### config.mk
export PLATFORM = sky130hd
export DESIGN_NAME = div_unit_flat
export DESIGN_NICKNAME = d
export VERILOG_FILES = /design/src/rtl/div_unit_if.sv /design/src/rtl/div_unit.sv /design/src/flat_wrapper.sv
export SDC_FILE = /design/constraint.sdc
export NUM_CORES = 1
export LEC_CHECK = 0
export ABC_AREA = 1
export ABC_CLOCK_PERIOD_IN_PS = 5000
export CAP_MARGIN = 15
export CORE_ASPECT_RATIO = 0.6
export CORE_MARGIN = 10
export CORE_UTILIZATION = 45
export CTS_CLUSTER_DIAMETER = 150
export CTS_CLUSTER_SIZE = 25
export DETAILED_ROUTE_END_ITERATION = 12
export GPL_TIMING_DRIVEN = 1
export PLACE_DENSITY_LB_ADDON = 0.15
export SLEW_MARGIN = 40
export SYNTH_ARGS = -nofsm -noshare
export SYNTH_HDL_FRONTEND = slang
export SYNTH_SLANG_ARGS = --single-unit
### constraint.sdc
create_clock -name clk -period 5 [get_ports clk]
set_input_delay 1 -clock clk [delete_from_list [all_inputs] [get_ports clk]]
set_output_delay 1 -clock clk [all_outputs]
set_load 0.01 [all_outputs]
### src/rtl/div_unit_if.sv
// Execute-stage divider bus: request side driven by the pipeline,
// result/handshake side driven by div_unit.
interface div_unit_if #(
  parameter int DATA_W = 32
);
  logic                  start;
  logic                  annul;
  logic                  signed_div;
  logic [DATA_W-1:0]     opdata1;
  logic [DATA_W-1:0]     opdata2;
  logic [2*DATA_W-1:0]   result;
  logic                  ready;
  logic                  stall_req;

  modport master (
    output start, annul, signed_div, opdata1, opdata2,
    input  result, ready, stall_req
  );

  modport slave (
    input  start, annul, signed_div, opdata1, opdata2,
    output result, ready, stall_req
  );
endinterface

### src/rtl/div_unit.sv
// Multi-cycle radix-2 restoring divider for MIPS DIV/DIVU.
// result = {remainder, quotient}; hi takes the remainder, lo the quotient.
//
// state | meaning
// IDLE  | waiting for start; operands latched on acceptance
// ZERO  | divisor was zero, result forced to 0 on the next edge
// ON    | one restoring step per edge, DATA_W steps then sign fix
// DONE  | ready high, result held until start drops or annul
module div_unit #(
  parameter int DATA_W = 32
) (
  input  logic       clk,
  input  logic       rst,
  div_unit_if.slave  bus
);
  localparam int CNT_W = $clog2(DATA_W + 1);
  localparam logic [CNT_W-1:0] LAST_CNT = CNT_W'(DATA_W);

  typedef enum logic [1:0] {IDLE, ZERO, ON, DONE} state_t;

  state_t              stateQ, stateD;
  logic [CNT_W-1:0]    countQ;
  logic [DATA_W-1:0]   quoQ;
  logic [DATA_W-1:0]   remQ;
  logic [DATA_W-1:0]   divisorQ;
  logic                quotNegQ, remNegQ;
  logic [2*DATA_W-1:0] resultQ;
  logic                readyQ;

  logic                accept;
  logic [DATA_W-1:0]   absA, absB;
  logic [DATA_W:0]     remWide, trial;
  logic [DATA_W-1:0]   quoFix, remFix;

  assign accept = bus.start & ~bus.annul;

  // Magnitudes are latched so the core only ever does unsigned steps.
  assign absA = (bus.signed_div && bus.opdata1[DATA_W-1]) ? -bus.opdata1 : bus.opdata1;
  assign absB = (bus.signed_div && bus.opdata2[DATA_W-1]) ? -bus.opdata2 : bus.opdata2;

  // The extra bit catches the carry out of the shifted partial remainder.
  assign remWide = {remQ, quoQ[DATA_W-1]};
  assign trial   = remWide - {1'b0, divisorQ};

  assign quoFix = quotNegQ ? -quoQ : quoQ;
  assign remFix = remNegQ  ? -remQ : remQ;

  assign bus.result    = resultQ;
  assign bus.ready     = readyQ;
  assign bus.stall_req = bus.start & ~readyQ & ~bus.annul;

  // State register.
  always_ff @(posedge clk or negedge rst) begin
    if (!rst) stateQ <= IDLE;
    else      stateQ <= stateD;
  end

  // Next-state decode; annul wins over everything but reset.
  always_comb begin
    stateD = stateQ;
    case (stateQ)
      IDLE: if (accept) stateD = (bus.opdata2 == '0) ? ZERO : ON;
      ZERO: stateD = bus.annul ? IDLE : DONE;
      ON: begin
        if (bus.annul)               stateD = IDLE;
        else if (countQ == LAST_CNT) stateD = DONE;
      end
      DONE: if (bus.annul || !bus.start) stateD = IDLE;
      default: stateD = IDLE;
    endcase
  end

  // Datapath: operand capture, restoring steps, sign fix and result hold.
  always_ff @(posedge clk or negedge rst) begin
    if (!rst) begin
      countQ   <= '0;
      quoQ     <= '0;
      remQ     <= '0;
      divisorQ <= '0;
      quotNegQ <= 1'b0;
      remNegQ  <= 1'b0;
      resultQ  <= '0;
      readyQ   <= 1'b0;
    end else begin
      case (stateQ)
        IDLE: begin
          readyQ <= 1'b0;
          if (accept) begin
            quoQ     <= absA;
            divisorQ <= absB;
            remQ     <= '0;
            countQ   <= '0;
            quotNegQ <= bus.signed_div & (bus.opdata1[DATA_W-1] ^ bus.opdata2[DATA_W-1]);
            remNegQ  <= bus.signed_div & bus.opdata1[DATA_W-1];
          end
        end
        ZERO: begin
          countQ <= '0;
          if (!bus.annul) begin
            resultQ <= '0;
            readyQ  <= 1'b1;
          end
        end
        ON: begin
          if (bus.annul) begin
            countQ <= '0;
          end else if (countQ == LAST_CNT) begin
            resultQ <= {remFix, quoFix};
            readyQ  <= 1'b1;
            countQ  <= '0;
          end else begin
            countQ <= countQ + CNT_W'(1);
            if (!trial[DATA_W]) begin
              remQ <= trial[DATA_W-1:0];
              quoQ <= {quoQ[DATA_W-2:0], 1'b1};
            end else begin
              remQ <= remWide[DATA_W-1:0];
              quoQ <= {quoQ[DATA_W-2:0], 1'b0};
            end
          end
        end
        DONE: if (bus.annul || !bus.start) readyQ <= 1'b0;
        default: readyQ <= 1'b0;
      endcase
    end
  end
endmodule

### src/flat_wrapper.sv
// flat-port wrapper written by rule: the top's interface ports become plain ports
module div_unit_flat 
#(
  parameter int DATA_W = 32
)
  (clk, rst, bus_start, bus_annul, bus_signed_div, bus_opdata1, bus_opdata2, bus_result, bus_ready, bus_stall_req);
  div_unit_if #(.DATA_W(DATA_W)) bus_i ();
  input  logic clk;
  input  logic rst;
  input wire logic [$bits(bus_i.start)-1:0] bus_start;
  input wire logic [$bits(bus_i.annul)-1:0] bus_annul;
  input wire logic [$bits(bus_i.signed_div)-1:0] bus_signed_div;
  input wire logic [$bits(bus_i.opdata1)-1:0] bus_opdata1;
  input wire logic [$bits(bus_i.opdata2)-1:0] bus_opdata2;
  output wire logic [$bits(bus_i.result)-1:0] bus_result;
  output wire logic [$bits(bus_i.ready)-1:0] bus_ready;
  output wire logic [$bits(bus_i.stall_req)-1:0] bus_stall_req;
  assign bus_i.start = bus_start;
  assign bus_i.annul = bus_annul;
  assign bus_i.signed_div = bus_signed_div;
  assign bus_i.opdata1 = bus_opdata1;
  assign bus_i.opdata2 = bus_opdata2;
  assign bus_result = bus_i.result;
  assign bus_ready = bus_i.ready;
  assign bus_stall_req = bus_i.stall_req;
  div_unit #(.DATA_W(DATA_W)) u_core (.clk(clk), .rst(rst), .bus(bus_i));
endmodule
# After elaboration in Yosys (flattened, before gate mapping)
# Index checks and enable logic that the tools add are counted.
[classes]
bitwise_logic = 8
reduce_logical = 15
n_eq_ne = 11
n_mux = 34
add_sub_neg = 6
[ops]
columns = ["operator", "n"]
rows = [
  ["$mux 32", 11],
  ["$mux 64", 3],
  ["$neg 32->32", 4],
  ["$pmux 32 s2", 2],
  ["$pmux 64 s2", 1],
  ["$sub 33x32->33", 1],
  ["$logic_not 32->1", 1],
  ["$mux 6", 3],
  ["$pmux 6 s3", 1],
  ["$mux 2", 6],
  ["$reduce_and 4->1", 3],
  ["$pmux 2 s4", 1],
  ["$add 6x1->6 const B", 1],
  ["$eq 6x6->1 const B", 1],
  ["$ne 2x1->1 const B", 3],
  ["$ne 2x2->1 const B", 3],
  ["$and 1x1->1", 5],
  ["$mux 1", 5],
  ["$eq 2x2->1 const B", 2],
  ["$pmux 1 s4", 1],
  ["$reduce_and 2->1", 2],
  ["$reduce_bool 2->1", 2],
  ["$ne 3x2->1 const B", 1],
  ["$reduce_and 3->1", 1],
  ["8 further kinds", 10],
]
[totals]
word_cells = 83
regBits = 171
in_bits = 69
out_inout_bits = 66

# Depth between registers and ports, before layout
# Gate-level depths: netlist (run 1).
[logic_depth]
ltp_word = 5
ltp_mapped = 18
ltp_nobuf = 17

# Worst setup path after synthesis (run 1)
# No wires, ideal clock.
[synth_path]
kind = "input to register"
start = "input port bus_opdata2[0]"
end = "register u_core.divisorQ[16]"
cell_stages = 10
arrival_time_ns = 2.280
setup_ns = 0.132
setup_slack_ns = 2.588
cell_sequence = "inv_1 > ha_1 > inv_1 > nor3_1 > inv_1 > nor2_2 > nand3_1 > o21ai_1 > xor2_1 > o21ai_1"
[synth_between]
elab_chain_len = 2
[synth_lines]
columns = ["element", "line_no", "source"]
rows = [
  ["from (decl)", "flat_wrapper.sv:14", "input wire logic [$bits(bus_i.opdata2)-1:0] bus_opdata2;"],
  ["$neg 32->32", "div_unit.sv:39", "assign absB = (bus.signed_div && bus.opdata2[DATA_W-1]) ? -bus.opdata2 : bus.opdata2;"],
  ["$mux 32", "div_unit.sv:39", ""],
  ["to (signal assigned)", "div_unit.sv:90", "divisorQ <= absB;"],
  ["to (decl)", "div_unit.sv:25", "logic [DATA_W-1:0] divisorQ;"],
]
# No other way between the ends.
# A chain may end at the register's enable or synchronous reset.

# Final worst setup path (run 1)
[layout_path]
start = "input port bus_annul"
end = "output port bus_stall_req"
[layout_between]
elab_chain_len = 2
[layout_lines]
columns = ["element", "line_no", "source"]
rows = [
  ["from (decl)", "flat_wrapper.sv:11", "input wire logic [$bits(bus_i.annul)-1:0] bus_annul;"],
  ["$not 1->1", "div_unit.sv:50", "assign bus.stall_req = bus.start & ~readyQ & ~bus.annul;"],
  ["$and 1x1->1", "div_unit.sv:50", ""],
  ["to (decl)", "flat_wrapper.sv:17", "output wire logic [$bits(bus_i.stall_req)-1:0] bus_stall_req;"],
]
# No other way between the ends.

==> results of run 1 <==
## worst reg2reg max path, delay by kind of cell, from the launching register on
family          cells  cell delay, ns
simple gates        2            0.30
fa+ha+maj           1            0.15
compound gates      2            0.26
flops               1            0.40
buf+inv             7            1.82
## cells by family after synthesis
logic type | Yosys count | share of synthesized area, %
and+or+nand+nor | 1170 | 36.8
buffers and inverters | 370 | 10.8
AOI/OAI and AO/OA | 319 | 12.8
DFF | 171 | 32.1
xor gates and xnor gates | 49 | 3.22
adders and majority gates | 43 | 4.09
muxes | 2 | 0.160
## power by group through the flow
| stage | Combinational [W] | Sequential, W | Clock [W] |
|---|---|---|---|
| 2_1_floorplan | 0.00317 | 0.00191 | 0 |
| 3_3_place_gp | 0.00426 | 0.00199 | 0 |
| 3_5_place_dp | 0.00431 | 0.00199 | 0 |
| 4_1_cts | 0.00434 | 0.00197 | 0.00155 |
| 5_1_grt | 0.00501 | 0.00202 | 0.00161 |
| 6_report | 0.00445 | 0.00198 | 0.00154 |
## flip-flops by register name, summed over array words and instances (netlist names)
register	flops
u_core.bus.ready	1
u_core.bus.result	64
u_core.countQ	6
u_core.divisorQ	32
u_core.quoQ	32
u_core.quotNegQ	1
u_core.remNegQ	1
u_core.remQ	32
u_core.stateQ	2
## layout make-up
cell class                      count  area [um^2]  area share [%]
Multi-Input combinational cell   1583         7620            48.6
Sequential cell                   171         4280            27.3
Timing Repair Buffer              148         1460            9.33
Inverter                          310         1160            7.42
Tap cell                          400          500            3.19
Clock buffer                       17          425            2.71
Clock inverter                     15          238            1.52
## layer usage
metal  share of wire [%]  wire, um  track usage (%)  up-vias
li1                    -         -                -     6994
met1                  52     24700             39.3     6603
met2                  36     16900             30.8      560
met3                  11      5280             7.99       30
met4                0.83       394             4.21        0
met5                   0         0                0        -
## stage by stage
stage	power [W]	cells
3_3_place_gp	0.00626	2612
3_5_place_dp	0.00631	2612
5_1_grt	0.00863	2644
4_1_cts	0.00787	2644
6_report	0.00796	2644
2_1_floorplan	0.00508	2124
## synthesized netlist by cell type (14+ instances only)
| cell | count |
|---|---|
| sky130_fd_sc_hd__nor2_1 | 180 |
| sky130_fd_sc_hd__dfrtp_1 | 171 |
| sky130_fd_sc_hd__xnor2_1 | 16 |
| sky130_fd_sc_hd__o21ai_0 | 168 |
| sky130_fd_sc_hd__nand4_1 | 25 |
| sky130_fd_sc_hd__nand3_1 | 201 |
| sky130_fd_sc_hd__nor3_1 | 38 |
| sky130_fd_sc_hd__ha_1 | 42 |
| sky130_fd_sc_hd__xor2_1 | 33 |
| sky130_fd_sc_hd__a21oi_1 | 101 |
| sky130_fd_sc_hd__inv_1 | 302 |
| sky130_fd_sc_hd__clkbuf_1 | 30 |
| sky130_fd_sc_hd__nand2_1 | 692 |
| sky130_fd_sc_hd__buf_2 | 14 |
| sky130_fd_sc_hd__o211ai_1 | 14 |
## final timing paths
kind	end	slack (ns)	depth (start not counted)
min in group asynchronous	u_core.divisorQ[4]	0.56	1
worst min-delay path	u_core.bus.result[9]	0.48	2
worst max register to register	u_core.bus.result[20]	1.98	12
worst min register to register	u_core.bus.result[9]	0.48	2
max in group asynchronous	u_core.remQ[27]	3.48	2
worst max-delay path	bus_stall_req	1.65	5
## cell usage in the layout (no fill, tap or decap), drive strengths merged, types with 2 or more instances in the layout
cell type      instances
o22ai                  2
and2                   3
nand4                 25
dfrtp                171
inv                  312
o41ai                  2
o21bai                 5
nand3                203
nand2                699
o211ai                14
nor4                   4
or2                    3
clkdlybuf4s50        133
clkbuf                17
bufinv                 5
nor2                 185
xor2                  33
a21oi                103
o21ai                182
nor3                  41
xnor2                 16
nand3b                 5
buf                   15
o31ai                  6
clkinv                 7
ha                    42
==> run summary, run 1 <==
The flow ran to the end, and the final reports show no timing, DRC or antenna violations. The total number of vias came out at 14200. The source of the worst register-to-register timing path is u_core.stateQ[0].

The total wire length after detailed routing is roughly 47000 um. The setup total negative slack is 0 ns. The floorplan step defined a core boundary enclosing ~0.029 mm^2. Setup repair after global routing left no endpoint under its margin. The largest stage delay on the critical path came out at between 0.5 and 0.6 ns. The clock root buffer master is sky130_fd_sc_hd__clkbuf_16. STA classifies the critical path endpoint as an output port. The highest fanout seen on the critical path came out at 4. sky130_fd_sc_hd__dfrtp_1 takes more of the synthesized area than any other cell. The achievable frequency came out at 298 MHz. The reported max-cap violation count came out at 0.

For the pin with the worst max-slew slack, the measured transition is 0.732 ns. The H-tree depth is 4. The detailed router's first-iteration violation count is 1459.

The startpoint identified for the worst hold timing path is u_core.bus.result[9]. Sequential elements use about a third of the synthesized area. The time the final worst path needs with I/O delays and setup came out at roughly 3.4 ns. The global placer's final weighted congestion is ~0.95.

The mapped cell area came out at 0.0133 mm^2. Dividing the detail-routed via count by the number of cells gives 5.37. The global-route wire length before repair is roughly 73000 um.

The initial standard-cell utilization of the core came out at a little under half. The distinct cell type count of the synthesized netlist is 51. The critical path required time is 4.00 ns.

The share of power burned in registers is 24.8%. The count of final max-slew check failures is 0. For this run, design rule violations remaining after detail routing come to 0. The Yosys step of the flow raised 0 warnings. The per-instance average area after synthesis is 6.28 um^2. The post-detailed-placement cell area is between 0.015 and 0.02 mm^2. The remaining global-route overflow came out at 0.

The final worst slack is approximately 1.6 ns. The number of failing hold endpoints at the final stage came out at 0. The number of buffers and inverters on the critical path came out at 3. Of the total power, the clock network draws slightly below 20%. The area growth from synthesis to layout is 17.7%. Entering global routing, the biggest net connects slightly below 90 pins.

The die boundary height came out at 153 um. The die area came out at around 0.037 mm^2. The headroom to the max-slew limit is 51.2%. The min-delay analysis places its worst path in the category register to register.

The async set-reset flop share out of synthesis came out at between 90% and 100%. The I/O pin count is 135. The number of inserted filler cells in the final layout came out at 2991. Post-CTS timing repair inserted 0 buffers for setup. The critical path in this run is classified as primary input to output port. The cell internal power dissipation came out at about 0.004 W. The final antenna-violating net count is 0.

The analysis attributes to net switching a power of 0.00404 W. The total track usage is 24.8%. The smallest hold slack is 0.479 ns. The number of clock buffers inserted by TritonCTS is 17. The number of cells produced by synthesis is approximately 2100. VDD sags by at most approximately 0.00035 V. For this run, the leading register cell type out of synthesis is sky130_fd_sc_hd__dfrtp_1. The via count of the first global-routing pass is about 13000.

In this run, synthesis produced a sequential element count of 171. The total number of nets in the final design is ~2300. TritonCTS built the clock tree. During placement, the flow inserted port buffers numbering between 100 and 150. The signal on the critical path passes through clkdlybuf4s50_1 > inv_2 > nand2_1 > nor2_1 > clkdlybuf4s50_1. The mean routed wirelength per cell came out at between 15 and 20 um. Dividing total power by cell area gives a power density of around 510 mW/mm^2. The number of gates resized after CTS was 0. Yosys attributes the largest share of cell area to sky130_fd_sc_hd__dfrtp_1 (32%), sky130_fd_sc_hd__nand2_1 (19%), sky130_fd_sc_hd__inv_1 (8.5%), sky130_fd_sc_hd__nand3_1 (7.5%), sky130_fd_sc_hd__o21ai_0 (6.3%). In this run the static leakage power is between 8 and 9 nW. STA classifies the critical path startpoint as a primary input. The number of rows created at floorplan came out at 48. In this run, post-CTS hold repair placed 0 buffers. Summed over all nets, the half-perimeter wirelength after detailed placement is approximately 37000 um. Among all stages on the critical path, the largest delay is contributed by sky130_fd_sc_hd__clkdlybuf4s50_1. The switching part of the total came out at between 50% and 60%. The post-synth net total came out at about 2200. The clock tree skew after final layout came out at around 0.0085 ns. The logic gate share of total power came out at 55.8%.

The post-route fraction of the period consumed by the critical path is 67.1%. The antenna diode count is 0. The post-route cell area is between 0.015 and 0.02 mm^2. Cells with a size suffix above 1 make up 3.57% of the layout. The critical path arrival came out at approximately 2.4 ns. The start point of the critical path is bus_annul.

The share of the synthesized area in the top cell type came out at 32.1%. The number of endpoints failing setup at the final stage came out at 0. The insertion delay to the later sink of the worst-skew pair came out at roughly 0.46 ns.

The number of buffers on the longest clock path is 2. The cell family contributing the most delay on the critical path is buffers and inverters. The final core utilization is roughly 54%. The initial antenna violation count came out at 0.

The horizontal extent of the die came out at between 200 and 250 um. The clock sink count came out at ~170. In this run, synthesis inferred 0 flip-flops with an integrated enable. The first-pass iteration count of the detailed router came out at 6. The minimum setup slack after placement came out at 1.30 ns. The clock-pin slew reported for the worst setup and hold paths after clock tree synthesis came out at approximately 0.07 ns. By instance count, the cell type seen most on the critical path is sky130_fd_sc_hd__clkdlybuf4s50_1.
Power figures use the tool's default switching activity.
==> run 2: changes to the inputs <==
--- a/config.mk
+++ b/config.mk
@@ -6,7 +6,7 @@
 export NUM_CORES = 1
 export LEC_CHECK = 0
 export ABC_AREA = 1
-export ABC_CLOCK_PERIOD_IN_PS = 5000
+export ABC_CLOCK_PERIOD_IN_PS = 3250
 export CAP_MARGIN = 15
 export CORE_ASPECT_RATIO = 0.6
 export CORE_MARGIN = 10
==> constraint.sdc (replaced) <==
create_clock -name clk -period 3.25 [get_ports clk]
set_input_delay 0.65 -clock clk [delete_from_list [all_inputs] [get_ports clk]]
set_output_delay 0.65 -clock clk [all_outputs]
set_load 0.01 [all_outputs]
==> run 2 against run 1 <==
Net effect: via count up 1.0%; global-route usage up 0.087 points; utilization up 0.20 points; clock skew up 0.0053 ns; first-iteration DRC count up 3.2%; final cell count up 0.57%; critical path depth up 12; highest routed layer is now met5.
==> run summary, run 2 (synthesized netlist as in run 1, its figures left out) <==
The post-route cell area came out at 0.0157 mm^2 (about the same). The die area is 0.0371 mm^2 (unchanged). The number of rows created at floorplan is 48 (unchanged). The critical path class is register to register (was primary input to output port). The number of buffers on the longest clock path is 2 (unchanged). The number of clock buffers inserted by TritonCTS is 17 (unchanged).

The total number of vias is 14300 (was 14200). The count of input and output buffers came out at 134 (unchanged). The I/O pin count is 135 (unchanged). The initial standard-cell utilization of the core is 46.1% (unchanged). The standby leakage power came out at 8.14 nW (was 8.10 nW). The number of endpoints failing setup at the final stage is 0 (unchanged). The post-route fraction of the period consumed by the critical path is 87.7%. The headroom to the max-slew limit came out at 53.0% (was 51.2%). The insertion delay to the later sink of the worst-skew pair was 0.46 ns (about the same). The half-perimeter wire length after placement came out at 37600 um (was 37500 um). The TritonCTS clock tree is yes (unchanged). The number of buffers and inverters on the critical path came to 2 (was 3). The class of the most critical hold timing path is primary input to async pin (was register to register). The gate family responsible for the most delay along the worst path is simple AND/OR/NAND/NOR gates (was buffers and inverters). Commonest non-fill, non-tap cells in the layout: sky130_fd_sc_hd__nand2_1 (692), sky130_fd_sc_hd__inv_1 (302), sky130_fd_sc_hd__nand3_1 (200) (was sky130_fd_sc_hd__nand2_1 (692), sky130_fd_sc_hd__inv_1 (300), sky130_fd_sc_hd__nand3_1 (200)). The die boundary height is 153 um (unchanged). The area of combinational cells with multiple inputs is 0.00762 mm^2 (unchanged). The final core utilization came out at 54.4% (was 54.2%).

The combined flip-flop and latch cell area is 0.00428 mm^2 (unchanged). The antenna diode count came out at 0 (unchanged). The critical path required time came to 3.59 ns (was 4.00 ns). The slack of the worst reg-to-reg path is 0.40 ns (was 1.98 ns). The post-detailed-placement cell area is 0.0152 mm^2 (was 0.0150 mm^2). The clock tree skew after final layout came out at 0.0138 ns (was 0.00850 ns). The number of inserted filler cells in the final layout came out at 2973 (was 2991). The clock root buffer master is sky130_fd_sc_hd__clkbuf_16 (unchanged).

The residual DRC count came out at 0 (unchanged). Run status: finished clean (unchanged). The highest fanout seen on the critical path is 6 (was 4).

The element type at the critical path start was a register (was primary input). The critical path arrival came to 3.19 ns (was 2.35 ns). The horizontal extent of the die is 242 um (unchanged). The minimum setup slack after placement is 0.414 ns (was 1.30 ns). The number of failing hold endpoints at the final stage came to 0 (unchanged). The flip-flop count of the largest register after layout is 64 (unchanged). The final worst slack is 0.399 ns (was 1.65 ns). The mean routed wirelength per cell is 17.7 um (was 17.9 um). The setup total negative slack came out at 0 ns (unchanged).

The standard cell with the maximum stage delay on the critical path was sky130_fd_sc_hd__fa_1 (was sky130_fd_sc_hd__clkdlybuf4s50_1). The largest stage delay on the critical path is 0.41 ns (was 0.55 ns). The global-route wire length before repair came out at 73600 um (was 72900 um). The achievable frequency came out at approximately 350 MHz. The area growth from synthesis to final layout came out at 18.1% (was 17.7%). The global placer's final weighted congestion came out at 1.02 (was 0.950). The reported max-cap violation count is 0 (unchanged). The maximum resistive drop on vdd came out at 0.000411 V (was 0.000347 V). Ordered cell list for the critical path: inv_1 > ha_1 > fa_1 > inv_1 > nand2_1 > nand2_1 > nand3_1 > nand2_2 > nand2_1 > nand2_2 > nand2_4 > nand2_4 > nand2_1 > nand2_1 > nand2_1 > nand3_1 > nand2_1 (was clkdlybuf4s50_1 > inv_2 > nand2_1 > nor2_1 > clkdlybuf4s50_1). The total number of nets in the final design came out at 2358 (was 2343). Unrepaired setup endpoints after global routing: no (unchanged). The final antenna-violating net count came out at 0 (unchanged). The total wire length after detailed routing came out at 47200 um (was 47300 um). The first-pass iteration count of the detailed router is 5 (was 6). The clock-pin slew reported for the worst setup and hold paths after clock tree synthesis came out at 0.07 ns (about the same). The power density over the cells came out at 766 mW/mm^2 (was 507 mW/mm^2). The number of buffers added to fix hold violations after cts was 0 (unchanged).

The clock sink count was 171 (unchanged). The vias per cell came out at 5.39 (was 5.37). The detailed router's first-iteration violation count came to 1505 (was 1459). The H-tree depth is 4 (unchanged). The fraction of final layout cells with drive strength greater than 1 came out at 3.98% (was 3.57%).

The pin slew with the least headroom to its limit came to 0.700 ns (was 0.732 ns). The post-CTS setup buffer count is 0 (unchanged). The initial antenna violation count is 0 (unchanged).

The cell seen most often among critical-path stages is sky130_fd_sc_hd__nand2_1 (was sky130_fd_sc_hd__clkdlybuf4s50_1). For the finished layout, the period the worst path requires is roughly 2.9 ns. The pin count of the biggest net entering global routing is 69 (was 89).

The leading cell type in the layout, fill and taps excluded is sky130_fd_sc_hd__nand2_1 (unchanged). The count of final max-slew check failures is 0 (unchanged). The total track usage came out at 24.8% (about the same). The remaining global-route overflow is 0 (unchanged). The via count of the first global-routing pass came out at 12800 (was 12600). The critical path capture point type is a register (was output port). The standard cell core area came to 0.0289 mm^2 (unchanged). The post-cts resize count is 0 (unchanged).
run 2: cell count changes in the layout (fill, tap and decap cells not counted), moves of 2 or more:
cell and delta:
sky130_fd_sc_hd__buf_4 +12, sky130_fd_sc_hd__buf_12 +3, sky130_fd_sc_hd__bufinv_16 -3, sky130_fd_sc_hd__clkinv_2 +3, sky130_fd_sc_hd__inv_2 -3, sky130_fd_sc_hd__clkbuf_1 +2, sky130_fd_sc_hd__inv_1 +2
run 2: where the power goes:
| group | switching, W | total (W) | internal [W] |
|---|---|---|---|
| clock | 0.000939 | 0.00208 | 0.00114 |
| combinational | 0.00484 | 0.00694 | 0.00209 |
| sequential | 0.000412 | 0.00304 | 0.00263 |
run 2: routing by layer:
layer / wire, um / global-route usage (%) / up-vias
met1: 24600 / 39.9 / 6647
met3: 4840 / 6.89 / 39
met5: 125 / 2.53 / -
met2: 17200 / 30.9 / 605
met4: 464 / 4.32 / 2
li1: - / - / 7038
run 2: stage by stage:
| step | hold WS, ns | instances | power [W] |
|---|---|---|---|
| detailed placement | 0.466 | 2627 | 0.00980 |
| global route | 0.264 | 2659 | 0.0131 |
| global placement | 0.463 | 2627 | 0.00968 |
| CTS | 0.238 | 2659 | 0.0119 |
| finish | 0.224 | 2659 | 0.0121 |
| floorplan | 0.354 | 2124 | 0.00781 |
run 2: layout make-up:
type	instances	area share [%]
Tap cell	400	3.18
Timing Repair Buffer	163	10.2
Clock buffer	19	2.75
Clock inverter	13	0.906
Inverter	310	7.39
Multi-Input combinational cell	1583	48.4
Sequential cell	171	27.2
run 2: worst register-to-register path, stage by stage (launching register included):
cell	delay [ns]
sky130_fd_sc_hd__dfrtp_1	0.35
sky130_fd_sc_hd__inv_1	0.11
sky130_fd_sc_hd__ha_1	0.23
sky130_fd_sc_hd__fa_1	0.41
sky130_fd_sc_hd__inv_1	0.09
sky130_fd_sc_hd__nand2_1	0.05
sky130_fd_sc_hd__nand2_1	0.09
sky130_fd_sc_hd__nand3_1	0.11
sky130_fd_sc_hd__nand2_2	0.13
sky130_fd_sc_hd__nand2_1	0.07
sky130_fd_sc_hd__nand2_2	0.12
sky130_fd_sc_hd__nand2_4	0.09
sky130_fd_sc_hd__nand2_4	0.07
sky130_fd_sc_hd__nand2_1	0.29
sky130_fd_sc_hd__nand2_1	0.26
sky130_fd_sc_hd__nand2_1	0.08
sky130_fd_sc_hd__nand3_1	0.09
sky130_fd_sc_hd__nand2_1	0.07
run 2: final timing paths:
kind                                        from                    end  depth (start not counted)
max                              u_core.quoQ[31]         u_core.remQ[0]                         17
min                                          rst     u_core.divisorQ[0]                          1
max reg2reg                      u_core.quoQ[31]         u_core.remQ[0]                         17
min reg2reg                u_core.bus.result[30]  u_core.bus.result[30]                          2
max in group asynchronous                    rst  u_core.bus.result[21]                          2
min in group clk           u_core.bus.result[30]  u_core.bus.result[30]                          2
==> run 3: changes to the inputs <==
--- a/config.mk
+++ b/config.mk
@@ -6,7 +6,7 @@
 export NUM_CORES = 1
 export LEC_CHECK = 0
 export ABC_AREA = 1
-export ABC_CLOCK_PERIOD_IN_PS = 3250
+export ABC_CLOCK_PERIOD_IN_PS = 3690
 export CAP_MARGIN = 15
 export CORE_ASPECT_RATIO = 0.6
 export CORE_MARGIN = 10
==> constraint.sdc (replaced) <==
create_clock -name clk -period 3.69 [get_ports clk]
set_input_delay 0.738 -clock clk [delete_from_list [all_inputs] [get_ports clk]]
set_output_delay 0.738 -clock clk [all_outputs]
set_load 0.01 [all_outputs]
==> run 3 against run 2 <==
Net effect: non-clock buffer count down 3; critical path type unchanged; highest routed layer is now met4; utilization down 0.14 points; largest cell class unchanged; clock skew down 0.0019 ns; clock power down 8%.
==> run summary, run 3 (synthesized netlist as in run 1, its figures left out) <==
The count of input and output buffers is 134 (unchanged). The clock-pin slew reported for the worst setup and hold paths after clock tree synthesis came out at 0.07 ns (about the same). The headroom to the max-slew limit came to 53.3% (was 53.0%).

The highest fanout seen on the critical path is 28 (was 6). The die area is 0.0371 mm^2 (unchanged). The pin slew with the least headroom to its limit came out at 0.693 ns (was 0.700 ns).

The residual DRC count came to 0 (unchanged). The cell internal power dissipation came out at 0.00518 W (was 0.00586 W). The critical path capture point type is a register (unchanged). The initial antenna violation count is 1 (was 0).

The I/O pin count is 135 (unchanged). The element type at the critical path start is a register (unchanged). The post-cts resize count is 0 (unchanged). The number of inserted filler cells in the final layout came out at 2932 (was 2973). The detailed router's first-iteration violation count came out at 1523 (was 1505). The final worst slack is 0.807 ns (was 0.399 ns). The insertion delay to the later sink of the worst-skew pair was 0.46 ns (about the same).

The post-route fraction of the period consumed by the critical path is 78.1% (was 87.7%). The number of clock buffers inserted by TritonCTS came out at 17 (unchanged). The total wire length after detailed routing is 47600 um (was 47200 um).

The number of endpoints failing setup at the final stage is 0 (unchanged). The class of the most critical hold timing path is primary input to async pin (unchanged). Commonest non-fill, non-tap cells in the layout: sky130_fd_sc_hd__nand2_1 (692), sky130_fd_sc_hd__inv_1 (302), sky130_fd_sc_hd__nand3_1 (200) (unchanged). The TritonCTS clock tree is yes (unchanged).

The area growth from synthesis to final layout was 17.8% (was 18.1%). The vias per cell came out at 5.33 (was 5.39). The terminus of the critical flop-to-flop path is u_core.remQ[23] (was u_core.remQ[0]). The number of rows created at floorplan came out at 48 (unchanged). The setup total negative slack came out at 0 ns (unchanged).

The initial standard-cell utilization of the core is 46.1% (unchanged). Run status: finished clean (unchanged). The source of the worst register-to-register timing path is u_core.quoQ[31] (unchanged). Unrepaired setup endpoints after global routing: no (unchanged).

The clock tree skew after final layout came out at 0.0118 ns (was 0.0138 ns). The part of the total power dissipated in the clock network came to 17.8% (was 17.2%). The power density over the cells is 682 mW/mm^2 (was 766 mW/mm^2). The switching part of the total came out at 51.7% (was 51.4%). The pin count of the biggest net entering global routing was 62 (was 69). The switching component of the power was 0.00554 W (was 0.00620 W).

The share of power burned in registers is 25.0% (was 25.2%). The clock sink count is 171 (unchanged). The fraction of final layout cells with drive strength greater than 1 is 3.90% (was 3.98%). The first-pass iteration count of the detailed router came to 6 (was 5).

The path depth of the worst reg2reg path came out at 17 (unchanged). The remaining global-route overflow is 0 (unchanged). The end point of the critical path is u_core.remQ[23] (was u_core.remQ[0]). The horizontal extent of the die came out at 242 um (unchanged). The standby leakage power came out at 8.12 nW (was 8.14 nW). The total number of vias came out at 14200 (was 14300). The clock root buffer master is sky130_fd_sc_hd__clkbuf_16 (unchanged). The leading cell type in the layout, fill and taps excluded is sky130_fd_sc_hd__nand2_1 (unchanged). The maximum resistive drop on vdd is 0.000624 V (was 0.000411 V). The total track usage came out at 25.3% (was 24.8%). The number of buffers on the longest clock path is 2 (unchanged).

The flip-flop count of the largest register after layout came out at 64 (unchanged). The time the final worst path needs with I/O delays and setup was 2.88 ns (was 2.85 ns). The critical path arrival is 3.22 ns (was 3.19 ns).

The critical path required time came to 4.03 ns (was 3.59 ns). The logic gate share of total power is 57.2% (was 57.5%). The global-route wire length before repair came out at 74700 um (was 73600 um). The count of final max-slew check failures is 0 (unchanged). The minimum setup slack after placement is 0.589 ns (was 0.414 ns). The die boundary height is 153 um (unchanged).

The number of failing hold endpoints at the final stage came out at 0 (unchanged). The standard cell core area came to 0.0289 mm^2 (unchanged). The reported max-cap violation count is 0 (unchanged). The half-perimeter wire length after placement came out at 38200 um (was 37600 um). The post-CTS setup buffer count came out at 0 (unchanged). The via count of the first global-routing pass is 12700 (was 12800). The slack of the worst reg-to-reg path came out at 0.81 ns (was 0.40 ns). The final antenna-violating net count came to 0 (unchanged). The global placer's final weighted congestion came out at 1.01 (was 1.02).

The H-tree depth came out at 4 (unchanged). The mean routed wirelength per cell is 17.9 um (was 17.7 um). The achievable frequency is 347 MHz (was 351 MHz). The number of buffers added to fix hold violations after cts is 0 (unchanged).

The antenna diode count is 0 (unchanged). The critical path class is register to register (unchanged). The start point of the critical path was u_core.quoQ[31] (unchanged). The total number of nets in the final design is 2355 (was 2358).
run 3: critical path, cell delays in order, from the launching register on:
cell,delay [ns]
sky130_fd_sc_hd__dfrtp_1,0.37
sky130_fd_sc_hd__inv_1,0.13
sky130_fd_sc_hd__ha_1,0.23
sky130_fd_sc_hd__fa_1,0.41
sky130_fd_sc_hd__inv_1,0.09
sky130_fd_sc_hd__nand2_1,0.05
sky130_fd_sc_hd__nand2_1,0.09
sky130_fd_sc_hd__nand3_1,0.11
sky130_fd_sc_hd__nand2_2,0.17
sky130_fd_sc_hd__nand2_1,0.08
sky130_fd_sc_hd__nand2_2,0.13
sky130_fd_sc_hd__nand2_4,0.09
sky130_fd_sc_hd__nand2_4,0.07
sky130_fd_sc_hd__nand2_4,0.21
sky130_fd_sc_hd__nand2_8,0.28
sky130_fd_sc_hd__nand2_1,0.09
sky130_fd_sc_hd__nand3_1,0.07
sky130_fd_sc_hd__nand2_1,0.07
run 3: power by group through the flow:
stage          Combinational (W)  Clock [W]  Sequential [W]
5_1_grt                  0.00690    0.00201         0.00274
4_1_cts                  0.00596    0.00194         0.00267
3_5_place_dp             0.00593          0         0.00270
2_1_floorplan            0.00429          0         0.00259
3_3_place_gp             0.00583          0         0.00269
6_report                 0.00613    0.00191         0.00267
run 3: worst min path at each step:
stage | endpoint | slack [ns] | cells after the start
final | u_core.divisorQ[0] | 0.23 | 1
after global routing | u_core.divisorQ[0] | 0.27 | 1
after CTS | u_core.divisorQ[0] | 0.26 | 1
after detailed placement | u_core.bus.result[5] | 0.47 | 2
after global placement | u_core.bus.result[36] | 0.46 | 2
after floorplan | u_core.bus.ready | 0.44 | 0
run 3: per-layer routing:
layer | vias up | share of wire (%) | global-route usage [%]
li1 | 7032 | - | -
met5 | - | 0 | 0
met3 | 22 | 12 | 9.92
met2 | 616 | 36 | 31.2
met4 | 0 | 0.57 | 3.40
met1 | 6487 | 51 | 39.6
run 3: stage by stage:
stage | cells | hold slack, ns | area (um^2) | power (W) | utilization [%]
2_1_floorplan | 2124 | 0.442 | 13300 | 0.00688 | -
3_3_place_gp | 2623 | 0.464 | 15100 | 0.00852 | 52.1
3_5_place_dp | 2623 | 0.466 | 15100 | 0.00862 | 52.1
4_1_cts | 2655 | 0.260 | 15700 | 0.0106 | 54.2
5_1_grt | 2656 | 0.272 | 15700 | 0.0117 | 54.3
6_report | 2656 | 0.227 | 15700 | 0.0107 | 54.3
run 3: area by class of cell:
cell class,instances,area (um^2),area share [%]
inverter,310,1160,7.41
sequential,171,4280,27.2
tap,400,500,3.19
clock buffer,19,443,2.82
timing repair buffer,160,1550,9.84
clock inverter,13,156,0.996
multi-input combinational,1583,7620,48.5
